<file path="src/rtl/sign_apply_pkg.sv">
// Purpose : shared types and constants for the sign_apply bit-serial loader.
// Latency : n/a (package only).
// Backpressure: n/a (package only).
package sign_apply_pkg;

    // Controller states for the start/busy/done handshake.
    typedef enum logic [1:0] {
        IDLE  = 2'd0,
        SHIFT = 2'd1,
        DONE  = 2'd2
    } state_t;

    // Sign convention shared with the sign-detection block.
    localparam logic SIGN_POS = 1'b0;
    localparam logic SIGN_NEG = 1'b1;

endpackage

</file>
<file path="src/rtl/sign_apply_serial_negate_cell.sv">
// Purpose : one-bit serial two's-complement negator ("copy up to and including the first 1, invert the rest").
// Latency : bit_out is combinational from bit_in; seen_one updates on each enabled clock edge.
// Backpressure: none; the caller advances it with enable.
//
// Ports:
//   clock, reset   rising-edge clock, asynchronous active-high reset
//   clear          restart a word (clears seen_one); has priority over enable
//   enable         consume bit_in on this edge
//   negate         1 = negate the word, 0 = pass bits through
//   bit_in         current magnitude bit, LSB first
//   bit_out        converted bit for the current cycle
module serial_negate_cell (
    input  logic clock,
    input  logic reset,
    input  logic clear,
    input  logic enable,
    input  logic negate,
    input  logic bit_in,
    output logic bit_out
);

    logic seen_one;

    always_ff @(posedge clock or posedge reset) begin
        if (reset) begin
            seen_one <= 1'b0;
        end else if (clear) begin
            seen_one <= 1'b0;
        end else if (enable) begin
            seen_one <= seen_one | bit_in;
        end
    end

    // Bits after the first 1 are inverted; the first 1 itself and the zeros below pass unchanged.
    assign bit_out = bit_in ^ (negate & seen_one);

endmodule

</file>
<file path="src/rtl/sign_apply.sv">
// Purpose : sign-magnitude to two's-complement loader, bit-serial LSB first, shared via start/busy/done.
// Latency : start accepted at E0, number/overflow update at EN, done high the cycle after; next start at E(N+2).
// Backpressure: start is sampled only in IDLE; requests during SHIFT/DONE are dropped, not queued.
//
// Ports:
//   clock, reset   rising-edge clock, asynchronous active-high reset (aborts any conversion, no done)
//   start          request, sampled only in IDLE together with num_signal and magnitude
//   num_signal     sign to apply (SIGN_POS / SIGN_NEG)
//   magnitude      N-bit unsigned magnitude
//   busy           high while shifting (exactly N cycles per request)
//   done           one-cycle pulse; number/overflow valid from this cycle on
//   number         N-bit two's-complement result, holds the last result
//   overflow       last request was not representable, holds the last value
//
// Build option: SIGN_APPLY_SAT_EN -- when defined, overflowed results saturate to the
// most positive / most negative value instead of wrapping modulo 2^N.
module sign_apply
    import sign_apply_pkg::*;
#(
    parameter int N = 8
) (
    input  logic         clock,
    input  logic         reset,
    input  logic         start,
    input  logic         num_signal,
    input  logic [N-1:0] magnitude,
    output logic         busy,
    output logic         done,
    output logic [N-1:0] number,
    output logic         overflow
);

    localparam int CNT_W = $clog2(N);
    localparam logic [CNT_W-1:0] CNT_LAST = CNT_W'(N - 1);

    state_t         state;
    state_t         state_nxt;
    logic [N-1:0]   mag_sr;
    // Only N-1 result bits are stored; the Nth bit is appended combinationally on the final edge.
    logic [N-2:0]   res_sr;
    logic [N-1:0]   res_full;
    logic           sgn;
    logic           ovf_next;
    logic [CNT_W-1:0] cnt;
    logic           out_bit;
    logic           accept;
    logic           shift_en;
    logic           last_bit;
    logic           ovf_calc;
    logic [N-1:0]   final_num;

    assign accept   = (state == IDLE) && start;
    assign shift_en = (state == SHIFT);
    assign last_bit = shift_en && (cnt == CNT_LAST);
    assign res_full = {out_bit, res_sr};

    // Negative side reaches one further than positive: -2^(N-1) is representable, +2^(N-1) is not.
    always_comb begin
        ovf_calc = magnitude[N-1];
        if (num_signal == SIGN_NEG) begin
            ovf_calc = magnitude[N-1] & (|magnitude[N-2:0]);
        end
    end

`ifdef SIGN_APPLY_SAT_EN
    always_comb begin
        final_num = res_full;
        if (ovf_next) begin
            final_num = (sgn == SIGN_NEG) ? {1'b1, {(N-1){1'b0}}} : {1'b0, {(N-1){1'b1}}};
        end
    end
`else
    assign final_num = res_full;
`endif

    serial_negate_cell u_negate (
        .clock   (clock),
        .reset   (reset),
        .clear   (accept),
        .enable  (shift_en),
        .negate  (sgn),
        .bit_in  (mag_sr[0]),
        .bit_out (out_bit)
    );

    always_ff @(posedge clock or posedge reset) begin
        if (reset) begin
            state <= IDLE;
        end else begin
            state <= state_nxt;
        end
    end

    always_comb begin
        state_nxt = state;
        busy      = 1'b0;
        done      = 1'b0;
        case (state)
            IDLE: begin
                if (start) begin
                    state_nxt = SHIFT;
                end
            end
            SHIFT: begin
                busy = 1'b1;
                if (cnt == CNT_LAST) begin
                    state_nxt = DONE;
                end
            end
            DONE: begin
                done      = 1'b1;
                state_nxt = IDLE;
            end
            default: begin
                state_nxt = IDLE;
            end
        endcase
    end

    // Datapath: shift registers, bit counter and the latched request.
    always_ff @(posedge clock or posedge reset) begin
        if (reset) begin
            mag_sr   <= '0;
            res_sr   <= '0;
            sgn      <= SIGN_POS;
            ovf_next <= 1'b0;
            cnt      <= '0;
        end else if (accept) begin
            mag_sr   <= magnitude;
            res_sr   <= '0;
            sgn      <= num_signal;
            ovf_next <= ovf_calc;
            cnt      <= '0;
        end else if (shift_en) begin
            mag_sr   <= {1'b0, mag_sr[N-1:1]};
            res_sr   <= res_full[N-1:1];
            // Stops at N-1 on the last edge; leaves SHIFT before it could wrap.
            if (!last_bit) begin
                cnt <= cnt + 1'b1;
            end
        end
    end

    // Visible results move only on the final shift edge.
    always_ff @(posedge clock or posedge reset) begin
        if (reset) begin
            number   <= '0;
            overflow <= 1'b0;
        end else if (last_bit) begin
            number   <= final_num;
            overflow <= ovf_next;
        end
    end

endmodule

</file>
<file path="config.mk">
export PLATFORM = sky130hd
export DESIGN_NAME = sign_apply
export DESIGN_NICKNAME = d
export VERILOG_FILES = /design/src/rtl/sign_apply_pkg.sv /design/src/rtl/sign_apply_serial_negate_cell.sv /design/src/rtl/sign_apply.sv
export SDC_FILE = /design/constraint.sdc
export NUM_CORES = 1
export LEC_CHECK = 0
export CELL_PAD_IN_SITES_DETAIL_PLACEMENT = 0
export CELL_PAD_IN_SITES_GLOBAL_PLACEMENT = 1
export CORE_MARGIN = 2
export CORE_UTILIZATION = 45
export CTS_CLUSTER_DIAMETER = 80
export DETAILED_ROUTE_END_ITERATION = 16
export PLACE_DENSITY = 0.94
export SLEW_MARGIN = 20
export SYNTH_ARGS = -nofsm -noshare
export SYNTH_HDL_FRONTEND = slang
export SYNTH_SLANG_ARGS = --single-unit
</file>
<file path="constraint.sdc">
create_clock -name clock -period 2.6 [get_ports clock]
set_clock_uncertainty 0.05 [all_clocks]
set_input_delay 0.39 -clock clock [delete_from_list [all_inputs] [get_ports clock]]
set_output_delay 0.39 -clock clock [all_outputs]
set_load 0.03 [all_outputs]
</file>
==> impl_metrics.env, run 1 <==
export IMPL_maxCapViolations=0
export IMPL_max_stage_delay_ns=0.69
export IMPL_clock_sinks=32
export IMPL_final_hold_viol_count=0
export IMPL_port_buffers=22
export IMPL_period_minus_slack_ns=2.37
export IMPL_remaining_drc_errors=0
export IMPL_peakVddDrop_uv=557
export IMPL_tightest_slew_ns=0.448
export IMPL_synth_top_family_by_area="compound AO/OA/AOI/OAI gates"
export IMPL_cts_root_buf="clkbuf_4"
export IMPL_initial_core_util=0.470
export IMPL_critPathCaptureType="output port"
export IMPL_power_switching_uw=776
export IMPL_r2r_cells=4
export IMPL_post_synth_cell_area_avg_um2=12.6
export IMPL_ys_types=29
export IMPL_drt_iter0_markers=30
export IMPL_vias_per_cell=5.21
export IMPL_ys_seq_area_frac=0.563
export IMPL_synth_area_leaders="dfrtp_1, mux2_4, o22ai_1"
export IMPL_grt_pass1_vias=982
export IMPL_synth_top_area_share=0.563
export IMPL_p_leak_uw=0.000813
export IMPL_syn_inst=113
export IMPL_layout_nets=153
export IMPL_pwr_share_comb=0.398
export IMPL_num_vias=959
export IMPL_wl_mm=2.64
export IMPL_place_gp_congestion=0.769
export IMPL_swShare=0.355
export IMPL_core_um2=3030
export IMPL_rsz0062_at_grt="false"
export IMPL_crit_path_cell_trace="clkinv_1 -> nor2_1 -> clkdlybuf4s50_1"
export IMPL_r2r_end="number[5]"
export IMPL_post_synth_fa_ha_maj_area_fraction=0.0176
export IMPL_max_slew_margin=0.701
export IMPL_die_y_um=60.2
export IMPL_powerDensity_nw_per_um2=1240
export IMPL_synth_compound_area_frac=0.172
export IMPL_h_tree_depth=2
export IMPL_path_class="reg2out"
export IMPL_antenna_left=0
export IMPL_cts_made_buffers=5
export IMPL_setup_viol=0
export IMPL_cp_slowest_cell="clkdlybuf4s50_1"
export IMPL_core_rowCount=20
export IMPL_netlist_area_um2=1420
export IMPL_grt_pass1_wl_mm=4.58
export IMPL_synthXorXnorAreaFrac=0.00616
export IMPL_syn_nets=127
export IMPL_synth_simple_gate_area_share=0.0853
export IMPL_worstSkewPairLatency_ns=0.34
export IMPL_synthToLayoutAreaGrowth_pct=24.1
export IMPL_drive_above_1_share=0.186
export IMPL_yosys_warnings=0
export IMPL_cts_tree="yes"
export IMPL_path_delay_family="buffers and inverters"
export IMPL_synth_mux_area_frac=0.111
export IMPL_status="finished, final reports clean"
export IMPL_cp_arrival_ns=1.93
export IMPL_hold_class="in2async"
export IMPL_maxSlewViolCount=0
export IMPL_n_antenna_cell=0
export IMPL_path_buf_inv=2
export IMPL_cts_reportedPaths_clkPinSlew_ns=0.10
export IMPL_grt_max_degree=33
export IMPL_reg2reg_setup_slack_ns=1.03
export IMPL_yosysTopAreaCell="dfrtp_1"
export IMPL_postCtsHoldBufs=0
export IMPL_wire_per_inst_um=14.4
export IMPL_die_area_um2=3630
export IMPL_dr_pass1_iters=4
export IMPL_overflow=0
export IMPL_antenna_found_initial=0
export IMPL_cp_max_fo=9
export IMPL_fin_crit_sh=0.912
export IMPL_ios=23
export IMPL_ys_ff_latch=32
export IMPL_seq_power_share=0.408
export IMPL_clkPwrFrac=0.195
export IMPL_startpoint_type="register"
export IMPL_reg2reg_from="cnt[0]"
export IMPL_dieWidth_um=60.2
export IMPL_p_int_uw=1410
export IMPL_cts_resized_gates=0
export IMPL_cts_setup_buffers=0
export IMPL_crit_required_ns=2.16
export IMPL_total_power_uw=2190
export IMPL_cts_buffer_depth=2
export IMPL_dp_hpwl_mm=1.90
export IMPL_clock_fmax_mhz=422
export IMPL_grt_use_total=0.176
export IMPL_tns_ns=0
-- registers in the layout, indices dropped and copies added (netlist names) --
register,count
cnt,3
ovf_next,1
overflow,1
u_negate.seen_one,1
res_sr,7
state,2
sgn,1
number,8
mag_sr,8
-- tightest hold or removal path: stages --
cell             delay [ns]
clkdlybuf4s50_1        0.40
inv_1                  0.05
buf_4                  0.35
-- synthesized netlist by cell type --
cell	count
and2b_1	1
inv_1	4
mux2_4	9
a31oi_1	1
nor4_1	1
buf_6	2
ha_1	2
o21bai_2	1
and2_1	1
mux2_2	2
nand2b_1	2
nand2_1	5
inv_2	1
a21boi_0	1
nor2_1	3
dfrtp_1	32
clkinv_1	1
buf_4	2
xor2_1	1
a22o_1	8
nand3b_4	1
buf_2	1
o21ai_0	4
a21oi_1	9
nor2b_1	3
o22ai_1	12
nor2_4	1
nor4b_1	1
o21ai_2	1
-- per-layer routing --
| metal | global-route usage | routed length (um) | vias up |
|---|---|---|---|
| li1 | - | - | 459 |
| met5 | 0 | 0 | - |
| met3 | 0.0649 | 138 | 4 |
| met1 | 0.220 | 1180 | 470 |
| met2 | 0.281 | 1290 | 26 |
| met4 | 0.0571 | 30 | 0 |
-- per-stage QoR --
| stage | util | area, um2 | hold WS (ns) | setup WS, ns | std cells |
|---|---|---|---|---|---|
| final | 0.583 | 1770 | 0.373 | 0.229 | 184 |
| after global routing | 0.583 | 1770 | 0.403 | 0.0808 | 184 |
| after CTS | 0.583 | 1770 | 0.383 | 0.196 | 184 |
| after detailed placement | 0.552 | 1670 | 0.420 | 0.507 | 176 |
| after global placement | 0.552 | 1670 | 0.415 | 0.570 | 176 |
| after floorplan | - | 1420 | 0.401 | 1.11 | 113 |
-- kinds of logic after synthesis --
group                      Yosys count
AOI/OAI and AO/OA                   37
xor gates and xnor gates             1
adders and majority gates            2
buffers and inverters               11
DFF                                 32
muxes                               11
and+or+nand+nor                     19
-- power by group through the flow --
stage | Sequential [uW] | Clock, uW | Combinational (uW)
floorplan | 953 | 0 | 563
global placement | 891 | 0 | 850
detailed placement | 903 | 0 | 877
CTS | 894 | 441 | 880
global route | 923 | 470 | 958
finish | 891 | 426 | 869
-- cell type report --
class,count,area [um2]
fill,261,1260
sequential,32,801
multi-input combinational,70,557
timing repair buffer,24,235
clock buffer,7,65.1
tap,44,55.1
clock inverter,1,30.0
inverter,6,22.5
-- layout by cell type (no fill, tap or decap), types with 2 or more instances in the layout --
cell / count
buf_4: 2
a21oi_1: 9
nor2b_1: 3
clkbuf_4: 5
o21ai_0: 4
dfrtp_1: 32
mux2_2: 2
ha_1: 2
mux2_4: 9
clkdlybuf4s50_1: 22
nand2_1: 5
inv_1: 4
nor2_1: 3
a22o_1: 8
clkbuf_8: 2
o22ai_1: 12
nand2b_1: 2
-- worst max path at each step --
stage | startpoint | end | cells after the start
after floorplan | state[1] | done | 2
after global placement | start | ovf_next | 4
after detailed placement | start | ovf_next | 4
after CTS | state[0] | busy | 3
after global routing | state[1] | done | 3
final | state[1] | done | 3
Note: power is estimated with default switching activity, not from simulation.
==> run 2, diff against run 1 <==
CORE_MARGIN = unset   (was 2)
CORE_UTILIZATION = 44   (was 45)
PLACE_DENSITY = 0.92   (was 0.94)
==> impl_metrics.env, run 2 (synthesis results as in run 1) <==
export IMPL_antenna_left=0
export IMPL_cp_max_fo=9
export IMPL_r2r_end="number[5]"
export IMPL_whs_ns=0.377
export IMPL_top_layer="met4"
export IMPL_crit_required_ns=2.16
export IMPL_path_class="reg2out"
export IMPL_grt_max_degree=33
export IMPL_cp_arrival_ns=1.92
export IMPL_peakVddDrop_uv=416
export IMPL_final_hold_viol_count=0
export IMPL_period_minus_slack_ns=2.36
export IMPL_dr_pass1_iters=4
export IMPL_dieWidth_um=58.9
export IMPL_crit_path_cell_trace="clkinv_1 -> nor2_1 -> clkdlybuf4s50_1"
export IMPL_startpoint_type="register"
export IMPL_layout_nets=153
export IMPL_tns_ns=0
export IMPL_cts_made_buffers=5
export IMPL_ios=23
export IMPL_dr_wl_met3_um=114
export IMPL_drive_above_1_share=0.179
export IMPL_p_int_uw=1360
export IMPL_core_um2=3050
export IMPL_h_tree_depth=2
export IMPL_worstSkewPairLatency_ns=0.33
export IMPL_cts_tree="yes"
export IMPL_top_regs="mag_sr x8, number x8, res_sr x7"
export IMPL_status="finished, final reports clean"
export IMPL_cts_root_buf="clkbuf_4"
export IMPL_critPathCaptureType="output port"
export IMPL_maxSlewViolCount=0
export IMPL_grt_pass1_wl_mm=4.45
export IMPL_wl_met2_mm=1.21
export IMPL_remaining_drc_errors=0
export IMPL_overflow=0
export IMPL_dp_hpwl_mm=1.82
export IMPL_reg2reg_from="cnt[0]"
export IMPL_grt_use_total=0.175
export IMPL_finalNonFillerCells=184
export IMPL_cts_resized_gates=0
export IMPL_cts_buffer_depth=2
export IMPL_path_delay_family="buffers and inverters"
export IMPL_p_leak_uw=0.000803
export IMPL_maxCapViolations=0
export IMPL_reg2reg_setup_slack_ns=1.05
export IMPL_wl_mm=2.59
export IMPL_cts_reportedPaths_clkPinSlew_ns=0.10
export IMPL_clock_fmax_mhz=423
export IMPL_clkPwrFrac=0.174
export IMPL_synthToLayoutAreaGrowth_pct=22.8
export IMPL_most_common_layout_cells="dfrtp_1, clkdlybuf4s50_1, o22ai_1"
export IMPL_fin_crit_sh=0.910
export IMPL_wire_per_inst_um=14.1
export IMPL_power_switching_uw=775
export IMPL_rsz0062_at_grt="false"
export IMPL_wl_met1_mm=1.22
export IMPL_die_area_um2=3460
export IMPL_final_common_cell="dfrtp_1"
export IMPL_grt_pass1_vias=937
export IMPL_core_rowCount=20
export IMPL_num_fill_cells=266
export IMPL_powerDensity_nw_per_um2=1220
export IMPL_clock_sinks=32
export IMPL_postCtsHoldBufs=0
export IMPL_n_antenna_cell=0
export IMPL_path_buf_inv=2
export IMPL_place_gp_congestion=0.768
export IMPL_vias_per_cell=5.20
export IMPL_initial_core_util=0.466
export IMPL_cp_slowest_cell="clkdlybuf4s50_1"
export IMPL_seq_power_share=0.419
export IMPL_antenna_found_initial=0
export IMPL_num_vias=957
export IMPL_hold_class="in2async"
export IMPL_drt_iter0_markers=29
export IMPL_pwr_share_comb=0.408
export IMPL_cts_setup_buffers=0
export IMPL_r2r_cells=4
export IMPL_port_buffers=22
export IMPL_swShare=0.364
export IMPL_dp_cells=176
export IMPL_die_y_um=58.9
export IMPL_max_stage_delay_ns=0.68
export IMPL_setup_viol=0
export IMPL_tightest_slew_ns=0.434
export IMPL_max_slew_margin=0.710
==> run 2: cell types whose count changed in the layout (fill, tap and decap cells not counted), sizes merged <==
| cell | previous run | this run |
|---|---|---|
| clkbuf | 7 | 6 |
| clkinv | 1 | 2 |
==> run 2: power by group through the flow <==
stage | combinational (uW) | sequential, uW | clock, uW
5_1_grt | 945 | 923 | 405
3_3_place_gp | 848 | 890 | 0
6_report | 868 | 892 | 370
3_5_place_dp | 868 | 903 | 0
2_1_floorplan | 563 | 953 | 0
4_1_cts | 874 | 893 | 382
==> run 2: area by class of cell <==
type	instances	area (um2)	area share
Sequential cell	32	801	0.458
Multi-Input combinational cell	70	557	0.319
Timing Repair Buffer	24	235	0.135
Tap cell	44	55.1	0.0315
Clock buffer	6	41.3	0.0236
Clock inverter	2	35.0	0.0201
Inverter	6	22.5	0.0129
==> run 2: worst max-delay path by stage <==
stage / slack [ns] / startpoint / depth (start not counted) / end
after detailed placement: 0.52 / start / 4 / ovf_next
final: 0.24 / state[1] / 3 / done
after global routing: 0.08 / state[1] / 3 / done
after floorplan: 1.11 / state[1] / 2 / done
after global placement: 0.58 / start / 4 / ovf_next
after CTS: 0.18 / state[1] / 3 / done
==> run 2: per-stage QoR <==
step / total power [uW] / util / worst slack, ns / cell area [um2]
global route: 2270 / 0.572 / 0.0791 / 1750
CTS: 2150 / 0.572 / 0.183 / 1750
floorplan: 1520 / - / 1.11 / 1420
global placement: 1740 / 0.547 / 0.580 / 1670
finish: 2130 / 0.572 / 0.235 / 1750
detailed placement: 1770 / 0.547 / 0.520 / 1670
==> run 2: worst min-delay path: cells and delay by family <==
family	cells	cell delay [ns]
buf+inv	3	0.79
==> run 2: layer usage <==
| metal | track usage | vias up |
|---|---|---|
| met5 | 0 | - |
| met4 | 0.0714 | 0 |
| met3 | 0.0593 | 6 |
| met2 | 0.256 | 20 |
| met1 | 0.238 | 468 |
| li1 | - | 463 |
==> run 3, diff against run 2 <==
clock period = 2.8 ns   (was 2.6 ns; I/O delays follow)
==> impl_metrics.env, run 3 (synthesis results as in run 1) <==
export IMPL_status="finished, final reports clean"
export IMPL_cts_buffer_depth=2
export IMPL_rsz0062_at_grt="false"
export IMPL_critPathCaptureType="output port"
export IMPL_top_regs="mag_sr x8, number x8, res_sr x7"
export IMPL_hold_class="in2async"
export IMPL_wire_per_inst_um=13.8
export IMPL_maxSlewViolCount=0
export IMPL_cts_setup_buffers=0
export IMPL_antenna_found_initial=0
export IMPL_cts_root_buf="clkbuf_4"
export IMPL_grt_pass1_wl_mm=4.42
export IMPL_tightest_slew_ns=0.418
export IMPL_core_um2=3050
export IMPL_grt_pass1_vias=939
export IMPL_dp_hpwl_mm=1.81
export IMPL_drt_iter0_markers=10
export IMPL_ios=23
export IMPL_final_hold_viol_count=0
export IMPL_fin_crit_sh=0.932
export IMPL_worstSkewPairLatency_ns=0.33
export IMPL_layout_nets=152
export IMPL_p_leak_uw=0.000808
export IMPL_place_gp_congestion=0.803
export IMPL_most_common_layout_cells="dfrtp_1, clkdlybuf4s50_1, o22ai_1"
export IMPL_maxCapViolations=0
export IMPL_finalNonFillerCells=183
export IMPL_clock_sinks=32
export IMPL_remaining_drc_errors=0
export IMPL_grt_max_degree=33
export IMPL_die_area_um2=3460
export IMPL_clock_fmax_mhz=383
export IMPL_period_minus_slack_ns=2.61
export IMPL_setup_viol=0
export IMPL_initial_core_util=0.466
export IMPL_synthToLayoutAreaGrowth_pct=23.6
export IMPL_postCtsHoldBufs=0
export IMPL_crit_required_ns=2.33
export IMPL_drive_above_1_share=0.180
export IMPL_startpoint_type="register"
export IMPL_path_class="reg2out"
export IMPL_antenna_left=0
export IMPL_cts_resized_gates=0
export IMPL_cts_reportedPaths_clkPinSlew_ns=0.10
export IMPL_die_y_um=58.9
export IMPL_wl_mm=2.52
export IMPL_powerDensity_nw_per_um2=1140
export IMPL_dp_cells=175
export IMPL_peakVddDrop_uv=417
export IMPL_max_slew_margin=0.721
export IMPL_tns_ns=0
export IMPL_final_common_cell="dfrtp_1"
export IMPL_vias_per_cell=5.17
export IMPL_overflow=0
export IMPL_cts_made_buffers=5
export IMPL_port_buffers=22
export IMPL_core_rowCount=20
export IMPL_cp_max_fo=11
export IMPL_h_tree_depth=2
export IMPL_grt_use_total=0.176
export IMPL_num_vias=947
export IMPL_n_antenna_cell=0
export IMPL_dieWidth_um=58.9
export IMPL_cts_tree="yes"
export IMPL_dr_pass1_iters=4
export IMPL_cp_arrival_ns=2.14
export IMPL_num_fill_cells=272
-- run 3: per-stage QoR --
step | utilization | setup slack, ns | hold slack, ns | power, uW | instance area, um2
after CTS | 0.576 | 0.173 | 0.423 | 2030 | 1760
final | 0.576 | 0.191 | 0.412 | 2010 | 1760
after detailed placement | 0.545 | 0.562 | 0.429 | 1630 | 1660
after floorplan | - | 1.28 | 0.401 | 1410 | 1420
after global placement | 0.545 | 0.614 | 0.415 | 1600 | 1660
after global routing | 0.576 | 0.0459 | 0.443 | 2140 | 1760
-- run 3: cell type report --
class | instances | area (um2) | area share
Clock buffer | 7 | 65.1 | 0.0370
Clock inverter | 1 | 30.0 | 0.0171
Inverter | 6 | 22.5 | 0.0128
Multi-Input combinational cell | 70 | 557 | 0.317
Sequential cell | 32 | 801 | 0.456
Tap cell | 44 | 55.1 | 0.0313
Timing Repair Buffer | 23 | 228 | 0.130
-- run 3: power by group --
part / switching, uW / internal, uW
logic: 392 / 395
clock network: 155 / 237
registers: 163 / 666
total: 710 / 1300
-- run 3: critical path, cell delays in order (launching register included) --
cell,delay (ns)
dfrtp_1,0.61
nand2b_1,0.31
inv_2,0.20
clkdlybuf4s50_1,0.69
-- run 3: final timing paths --
kind	from	end	slack, ns	cells after the start
min in group clock	number[7]	number[7]	0.45	2
max in group asynchronous	reset	mag_sr[4]	2.00	3
worst max-delay path	state[0]	busy	0.19	3
worst max register to register	cnt[0]	number[5]	1.23	4
worst min register to register	number[7]	number[7]	0.45	2
worst min-delay path	reset	number[6]	0.41	3
-- run 3: per-layer routing --
metal / GRT usage / up-vias / share of wire
met1: 0.225 / 459 / 0.46
met4: 0.0612 / 0 / 0.015
li1: - / 458 / -
met3: 0.0593 / 5 / 0.047
met2: 0.278 / 25 / 0.47
met5: 0 / - / 0
